## src/rtl/burst_read_arbiter.sv

```systemverilog
// Round-robin arbiter that pops burst requests from two request FIFOs and issues
// them one at a time on an AXI read-address channel, tracking outstanding bursts per port.
module burst_read_arbiter #(
   parameter int AddrWidth      = 64,
   parameter int BurstLenWidth  = 8,
   parameter int MaxOutstanding = 16,
   parameter int CntWidth       = 5
) (
   input  logic                               clk,
   input  logic                               rst_n,
   input  logic [BurstLenWidth+AddrWidth-1:0] req0_dout,
   input  logic                               req0_empty_n,
   output logic                               req0_read,
   input  logic [BurstLenWidth+AddrWidth-1:0] req1_dout,
   input  logic                               req1_empty_n,
   output logic                               req1_read,
   output logic [AddrWidth-1:0]               m_axi_araddr,
   output logic [BurstLenWidth-1:0]           m_axi_arlen,
   output logic                               m_axi_arid,
   output logic                               m_axi_arvalid,
   input  logic                               m_axi_arready,
   input  logic                               m_axi_rvalid,
   input  logic                               m_axi_rready,
   input  logic                               m_axi_rlast,
   input  logic                               m_axi_rid,
   output logic [CntWidth-1:0]                outstanding0,
   output logic [CntWidth-1:0]                outstanding1,
   output logic                               underflow_err
);

   localparam logic [CntWidth-1:0] MaxCnt = CntWidth'(MaxOutstanding);

   typedef enum logic {IDLE, ISSUE} state_t;

   state_t state;
   logic   last_grant;
   logic   armed;
   logic   elig0;
   logic   elig1;
   logic   grant_any;
   logic   grant_sel;
   logic   do_grant;
   logic   complete;
   logic   dec0;
   logic   dec1;

   // A simultaneous grant and completion on one port cancel out; a completion
   // against an empty count holds at zero (flagged separately).
   function automatic logic [CntWidth-1:0] count_next(input logic [CntWidth-1:0] cnt,
                                                      input logic                inc,
                                                      input logic                dec);
      logic [CntWidth-1:0] nxt;
      nxt = cnt;
      if (inc && !dec) begin
         nxt = cnt + 1'b1;
      end else if (dec && !inc && (cnt != '0)) begin
         nxt = cnt - 1'b1;
      end
      return nxt;
   endfunction

   assign elig0     = req0_empty_n && (outstanding0 < MaxCnt);
   assign elig1     = req1_empty_n && (outstanding1 < MaxCnt);
   assign grant_any = elig0 || elig1;

   // Prefer the port that was not served last; fall back to the other one.
   always_comb begin
      grant_sel = last_grant;
      if (last_grant) begin
         grant_sel = elig0 ? 1'b0 : 1'b1;
      end else begin
         grant_sel = elig1 ? 1'b1 : 1'b0;
      end
   end

   // armed keeps the first pop off the edge that releases reset.
   assign do_grant  = armed && (state == IDLE) && grant_any;
   assign req0_read = do_grant && !grant_sel;
   assign req1_read = do_grant && grant_sel;

   assign complete = m_axi_rvalid && m_axi_rready && m_axi_rlast;
   assign dec0     = complete && !m_axi_rid;
   assign dec1     = complete && m_axi_rid;

   always_ff @(posedge clk or negedge rst_n) begin
      if (!rst_n) begin
         state         <= IDLE;
         armed         <= 1'b0;
         last_grant    <= 1'b1;
         m_axi_arvalid <= 1'b0;
         m_axi_araddr  <= '0;
         m_axi_arlen   <= '0;
         m_axi_arid    <= 1'b0;
      end else begin
         armed <= 1'b1;
         case (state)
            IDLE: begin
               if (do_grant) begin
                  if (grant_sel) begin
                     m_axi_araddr <= req1_dout[AddrWidth-1:0];
                     m_axi_arlen  <= req1_dout[BurstLenWidth+AddrWidth-1:AddrWidth];
                  end else begin
                     m_axi_araddr <= req0_dout[AddrWidth-1:0];
                     m_axi_arlen  <= req0_dout[BurstLenWidth+AddrWidth-1:AddrWidth];
                  end
                  m_axi_arid    <= grant_sel;
                  m_axi_arvalid <= 1'b1;
                  state         <= ISSUE;
               end
            end
            ISSUE: begin
               if (m_axi_arready) begin
                  m_axi_arvalid <= 1'b0;
                  last_grant    <= m_axi_arid;
                  state         <= IDLE;
               end
            end
            default: begin
               state         <= IDLE;
               m_axi_arvalid <= 1'b0;
            end
         endcase
      end
   end

   always_ff @(posedge clk or negedge rst_n) begin
      if (!rst_n) begin
         outstanding0  <= '0;
         outstanding1  <= '0;
         underflow_err <= 1'b0;
      end else begin
         outstanding0 <= count_next(outstanding0, req0_read, dec0);
         outstanding1 <= count_next(outstanding1, req1_read, dec1);
         if ((dec0 && !req0_read && (outstanding0 == '0)) ||
             (dec1 && !req1_read && (outstanding1 == '0))) begin
            underflow_err <= 1'b1;
         end
      end
   end

endmodule

```

## config.mk

```make
export PLATFORM = sky130hd
export DESIGN_NAME = burst_read_arbiter
export DESIGN_NICKNAME = d
export VERILOG_FILES = /design/src/rtl/burst_read_arbiter.sv
export SDC_FILE = /design/constraint.sdc
export NUM_CORES = 1
export LEC_CHECK = 0
export BUFFER_PORTS_ARGS = -buffer_cell sky130_fd_sc_hd__buf_2
export CORE_UTILIZATION = 41
export CTS_BUF_LIST = sky130_fd_sc_hd__clkbuf_8
export DETAILED_ROUTE_END_ITERATION = 6
export PLACE_DENSITY = 0.81
export SYNTH_ARGS = -nofsm -noshare
export SYNTH_HDL_FRONTEND = slang
export SYNTH_SLANG_ARGS = --single-unit
```

## constraint.sdc

```tcl
create_clock -name clk -period 2.07 [get_ports clk]
set_input_delay 0.414 -clock clk [delete_from_list [all_inputs] [get_ports clk]]
set_output_delay 0.414 -clock clk [all_outputs]
set_load 0.03 [all_outputs]
```

---- Word level (Yosys, flattened, before mapping) ----
Index checks and enable logic that the tools add are counted.
storage, ports and cells
  flip-flop bits (word level) ............. 88
  input port bits ......................... 153
  output and inout port bits .............. 87
  logic and storage cells ................. 69
cells by class
  $add $sub $neg .......................... 4
  $lt $le $gt $ge ......................... 2
  eq/ne operators ......................... 2
  multiplexer cells ....................... 15
  bitwise logic cells ..................... 1
  reductions and logical operators ........ 35
operators with widths
  operator                                                             count
  64-bit two-way mux                                                   1
  5-bit two-way mux                                                    4
  1-bit logical AND                                                    18
  5-bit by 1-bit adder with 5-bit output (second input constant)       2
  5-bit zero test                                                      2
  5-bit less-than comparator (second input constant)                   2
  5-bit nonzero test                                                   2
  5-bit by 1-bit subtractor with 5-bit output (second input constant)  2
  8-bit two-way mux                                                    1
  1-bit two-way mux                                                    7
  1-bit zero test                                                      6
  2-bit AND reduction                                                  3
  2-bit inequality test (second input constant)                        2
  1-bit one-hot mux with 2 select lines                                2
  2-bit nonzero test                                                   2
  1-bit logical OR                                                     2
  1-bit inverter                                                       1

---- Depth between registers and ports, before layout ----
  word-level depth ........................ 11
  gate-level depth with buffers ........... 8
  depth with buffers taken out ............ 8

---- Worst setup path before layout ----
Ideal clock, no wire load.
  path kind ............................... reg2reg
  from .................................... register outstanding1[4]
  to ...................................... register outstanding1[4]
  setup time .............................. 0.081 ns
  data arrival time ....................... 2.590 ns
  data required time ...................... 1.989 ns
  slack ................................... -0.601 ns
  cell stages (with the launch flop) ...... 9
  buffers on the path ..................... 0
  period minus slack after synthesis ...... 2.671 ns
  path through ............................ dfrtp_1 -> nor4bb_1 -> and2_1 -> nand2_1 -> fa_1 -> a21o_1 -> a21oi_1 -> mux2i_1 -> xor2_1
between the ends
  cells in the longest elaborated chain, start to end .. 9
  elaborated cells on any way between the ends .. 17
  those cells by class .................... add/sub (2); order compare (1); mux (4); reduce/logical (10)
ends and longest elaborated chain
  what                                                    line    RTL
  start: declaration                                      27      output logic [CntWidth-1:0] outstanding1,
  start signal: assignment                                133     outstanding1 <= count_next(outstanding1, req1_read, dec1);
  5-bit less-than comparator (*)                          63      assign elig1 = req1_empty_n && (outstanding1 < MaxCnt);
  1-bit logical AND (*)                                   63
  1-bit two-way mux or 1-bit logical OR (tied branches)   72, 64
  1-bit two-way mux or 1-bit logical AND (tied branches)  69, 77
  1-bit logical AND (*)                                   79      assign req1_read = do_grant && grant_sel;
  via req1_read                                           16      output logic req1_read,
  1-bit zero test                                         56      end else if (dec && !inc && (cnt != '0)) begin
  1-bit logical AND (2 in a row)                          56
  2-bit nonzero test (no line)                            -
Mark *: on every way through the listed nets, which the timed path passes. The rest lies on a longest branch. The select of a mux whose other input is x is not followed.
A chain may end at the register's enable or synchronous reset.

---- Final worst setup path ----
  from .................................... register state
  to ...................................... register outstanding1[3]
between the ends
  cells in the longest elaborated chain, start to end .. 8
  elaborated cells on any way between the ends .. 10
  those cells by class .................... mux (1); bitwise (1); reduce/logical (8)
ends and longest elaborated chain
  what                                line  RTL
  start: declaration                  35    state_t state;
  start signal: assignment            87    state <= IDLE;
  start signal: assignment            108   state <= ISSUE;
  start signal: assignment            115   state <= IDLE;
  1-bit inverter (no line) (*)        -
  1-bit logical AND (*) (2 in a row)  77    assign do_grant = armed && (state == IDLE) && grant_any;
  1-bit logical AND (*)               79
  1-bit zero test                     56
  1-bit logical AND (2 in a row)      56
  2-bit nonzero test (no line)        -
Every way passes the cells marked *; elsewhere a longest branch is shown, timed or not.

==> results.md <==
Run status:
- The flow ran to the end, but the final reports show violations.
- The checks that failed: setup timing.

STA:
- After routing, the total negative slack on setup checks comes to -0.282 ns.
- Setup repair after global routing could not meet its margin everywhere.
- The final-layout worst hold slack is roughly 0.25 ns.
- The minimum clock period is 2.16 ns.
- The achievable frequency is ~0.46 GHz.
- The count of final max-slew check failures is 0.
- The final cycle utilization of the critical path is 104%.
- The final setup violation count is 4.
- The worst path setup slack after routing is -0.0860 ns.
- The number of hold violations in the final report is 0.
- The clock skew is ~0.0083 ns.

Hold path:
- The worst hold path begins at m_axi_arready.
- Along the worst hold path, the cell count comes to 2.
- The type of the worst min-delay path is input port to flop.
- The worst hold path terminates at state.

CTS:
- The TritonCTS clock tree is yes.
- The number of H-tree levels is 3.
- The number of CTS-inserted buffers is 9.
- The later-pin clock latency in the skew report is about 0.35 ns.
- The cell sitting at the root of the clock tree is a sky130_fd_sc_hd__clkbuf_8.
- Clock-pin slew was measured on the worst setup and hold paths at ~0.080 ns.
- The tree built by TritonCTS fans out to a little under 90 sinks.
- The buffer depth of the longest clock path is 2.

Placed design:
- The half-perimeter wire length of the detailed placement result is roughly 8800 um.
- The placed instances occupy a cell area of between 5000 and 6000 sq um.
- Port buffering added around 240 buffers.
- At the end of routability-driven placement, the weighted congestion stood at approximately 0.84.

Critical path:
- The data required time at the worst endpoint is 2.31 ns.
- The count of buffer and inverter cells on the critical path is 1.
- The largest stage delay on the critical path is approximately 0.43 ns.
- The internal reg-to-reg setup slack is -0.09 ns.
- The worst setup path is captured at a flop.
- The slowest library cell on the worst path is sky130_fd_sc_hd__dfrtp_1.
- The kind of cell adding the most delay to the critical path is simple AND/OR/NAND/NOR gates.
- The startpoint identified for the worst register-to-register timing path is state.
- Data arrives at the worst endpoint at around 2.4 ns.
- The classification of the worst setup path is flop to flop.
- Walking the worst path, the cells encountered are nor4bb_4, and2_4, nand2_4, buf_6, ha_4, a21o_1, a21oi_2, xnor2_1, mux2_4.
- The endpoint of the lowest-slack register-to-register path is outstanding1[3].
- Measured in cells, the most critical reg-to-reg path has a length of 9.
- The kind of start point of the critical path is a flop.
- Of all nets on the critical path, the largest fanout is 4.

Route:
- For this block, the initial DRC count from the detailed router was around 110.
- Across all layers, the routed design uses about 3,900 vias.
- The mean routed wirelength per cell is roughly 14 um.
- Summed over all layers, the routed wires come to between 10,000 and 15,000 um.
- The number of search-and-repair iterations in the first detailed-routing pass is 4.
- The count of nets left with antenna violations once routing finished came out at 0.
- The number of remaining DRC errors is 0.
- After detailed routing, the number of vias per cell comes to approximately 4.9.

Floorplan:
- The initial utilization of the core area, before any placement, comes to between 40% and 50%.
- The die area is between 10,000 and 15,000 sq um.
- The width of the die is 104 um.
- From bottom edge to top edge, the die measures about 100 um.
- The I/O pin count is 240.
- The total area inside the core boundary comes to slightly below 10,000 sq um.
- Row generation in the floorplan step produced 36 rows.

Synth:
- After synthesis, flip-flops and latches occupy roughly half of the total area.
- Of the total synthesized cell area, the portion taken by full adders, half adders and majority gates is under 10%.
- The number of flip-flops and latches in the synthesized netlist is 88.
- After synthesis, the cell types taking the most area are sky130_fd_sc_hd__dfrtp_1 (51%), sky130_fd_sc_hd__mux2i_1 (17%), sky130_fd_sc_hd__o21ai_1 (8.5%).
- The dominant cell type by area after synthesis is sky130_fd_sc_hd__dfrtp_1.
- The XOR/XNOR share of the synthesized area is 1.64%.
- After synthesis the cells add up to 4260 sq um.
- After synthesis, the share of cell area in mux cells is about a fifth.
- The mean post-synth cell area is between 10 and 15 sq um.
- The largest family of logic cells by synthesized area is multiplexers.
- The prevailing post-synth register cell is sky130_fd_sc_hd__dfrtp_1.
- The cell count after synthesis is approximately 390.
- Counting flops with a built-in enable in the synthesized netlist gives 0.
- The total of warnings raised by yosys is 0.
- The portion of synthesized cell area occupied by the leading cell type is between 50% and 60%.
- In the synthesized netlist, the cells that appear most often are sky130_fd_sc_hd__dfrtp_1 (87), sky130_fd_sc_hd__nand2_1 (76), sky130_fd_sc_hd__mux2i_1 (74).
- The post-synthesis async set-or-reset flop share is 100%.
- The area fraction in and, or, nand and nor cells after synthesis is 9.60%.
- The number of nets in the synthesized netlist is about 560.
- Summing the areas of all compound-gate instances in the mapped netlist gives ~11% of the synthesized area.
- The netlist uses 35 different library cells.
- The dominant cell by count in the synthesized netlist is sky130_fd_sc_hd__dfrtp_1.

Power:
- The cell area power density is roughly 1700 nW/um^2.
- The highest ir drop seen on vdd is about 0.0011 V.
- The analysis attributes to cell leakage a power of 3.47 nW.

Finish:
- Fill cells in the final layout number 800.
- The post-route netlist has 47.9% of its cells at a drive strength greater than 1.
- Relative to the synthesized area, the layout overhead comes to 45.6%.
- The number of nets in the layout is 812.
- 0 antenna diodes ended up in the layout.
- Once layout is done, the placed cells without fillers occupy 6210 sq um.

Flow run:
- The max-cap check violation count is 0.

Global routing:
- The first global-routing pass estimated approximately 18,000 um of wire.
- The overall routing resource usage is about a fifth.
- The initial antenna violation count is 0.
- Summed over all layers, the global routing overflow is 0.
- The via count of the first global-routing pass is slightly below 4,000.
- Entering global routing, the biggest net connects 75 pins.
## worst max-delay path by stage
| stage | startpoint | end | slack (ns) | cells after the start |
|---|---|---|---|---|
| floorplan | outstanding0[4] | outstanding0[4] | -0.21 | 8 |
| global placement | req1_empty_n | outstanding1[4] | -0.12 | 9 |
| detailed placement | req1_empty_n | outstanding1[3] | -0.21 | 10 |
| CTS | outstanding1[4] | outstanding1[4] | -0.07 | 8 |
| global route | state | outstanding1[3] | -0.18 | 9 |
| finish | state | outstanding1[3] | -0.09 | 9 |
## report_power, final
part,switching (mW),leakage (nW),internal (mW)
logic,3.61,2.24,2.25
registers,0.537,1.08,2.54
clock network,0.591,0.145,1.04
## area by class of cell
| type | instances | area [sq um] | area share [%] |
|---|---|---|---|
| well taps | 133 | 166 | 2.68 |
| inverters | 2 | 7.51 | 0.121 |
| multi-input cells | 280 | 2020 | 32.5 |
| clock inverters | 7 | 159 | 2.56 |
| repair buffers | 270 | 1530 | 24.6 |
| clock buffers | 9 | 124 | 2.00 |
| flip-flops and latches | 88 | 2210 | 35.5 |
## flip-flops by register name (all words and copies together), names as in the netlist, 5 cells and up
name          flops
outstanding0      5
outstanding1      5
m_axi_arlen       8
m_axi_araddr     64
## stage by stage
step	utilization (%)	cells	power (mW)	setup slack, ns
finish	62.7	789	10.6	-0.0860
global route	62.7	789	11.2	-0.176
CTS	62.2	786	10.6	-0.0710
detailed placement	58.6	764	8.84	-0.211
global placement	58.6	764	8.60	-0.121
floorplan	-	394	7.05	-0.214
## logic make-up (layout without fill, tap and decap cells)
kind of cell,count (synthesis),after routing
adder cells (fa/ha/maj),8,8
buffers and inverters,26,288
AO/OA/AOI/OAI,89,89
AND/OR/NAND/NOR,93,93
flip-flops,88,88
XOR/XNOR,8,8
other,1,1
multiplexers,81,81
## what timing repair did
action                     in CTS  in global routing
setup endpoints to repair       4                  7
pin swaps                       0                  6
hold endpoints to repair       10                  0
gates resized for setup         4                  8
hold buffers                    1                  0
setup buffers                   5                  4
## cell usage in the layout, fill, tap and decap left out, types with 4 or more instances in the layout
cell type                   count
sky130_fd_sc_hd__buf_2        237
sky130_fd_sc_hd__dfrtp_1       85
sky130_fd_sc_hd__nand2_1       75
sky130_fd_sc_hd__mux2i_1       74
sky130_fd_sc_hd__o21ai_1       72
sky130_fd_sc_hd__buf_4         20
sky130_fd_sc_hd__clkbuf_8       9
sky130_fd_sc_hd__buf_6          7
sky130_fd_sc_hd__mux2_4         6
sky130_fd_sc_hd__xor2_1         6
sky130_fd_sc_hd__a21o_1         5
sky130_fd_sc_hd__ha_1           5
sky130_fd_sc_hd__bufinv_16      5
sky130_fd_sc_hd__buf_12         5
sky130_fd_sc_hd__a21oi_2        4
## metal layers
metal | track usage, % | part of all wire (%) | wire, um | vias to the layer above
met5 | 0 | 0 | 0 | -
met4 | 9.49 | 2.5 | 285 | 0
met3 | 4.26 | 6.5 | 738 | 22
met2 | 38.9 | 52 | 5880 | 163
met1 | 23.5 | 39 | 4490 | 1800
li1 | - | - | - | 1881
Note: power is estimated with default switching activity, not from simulation.
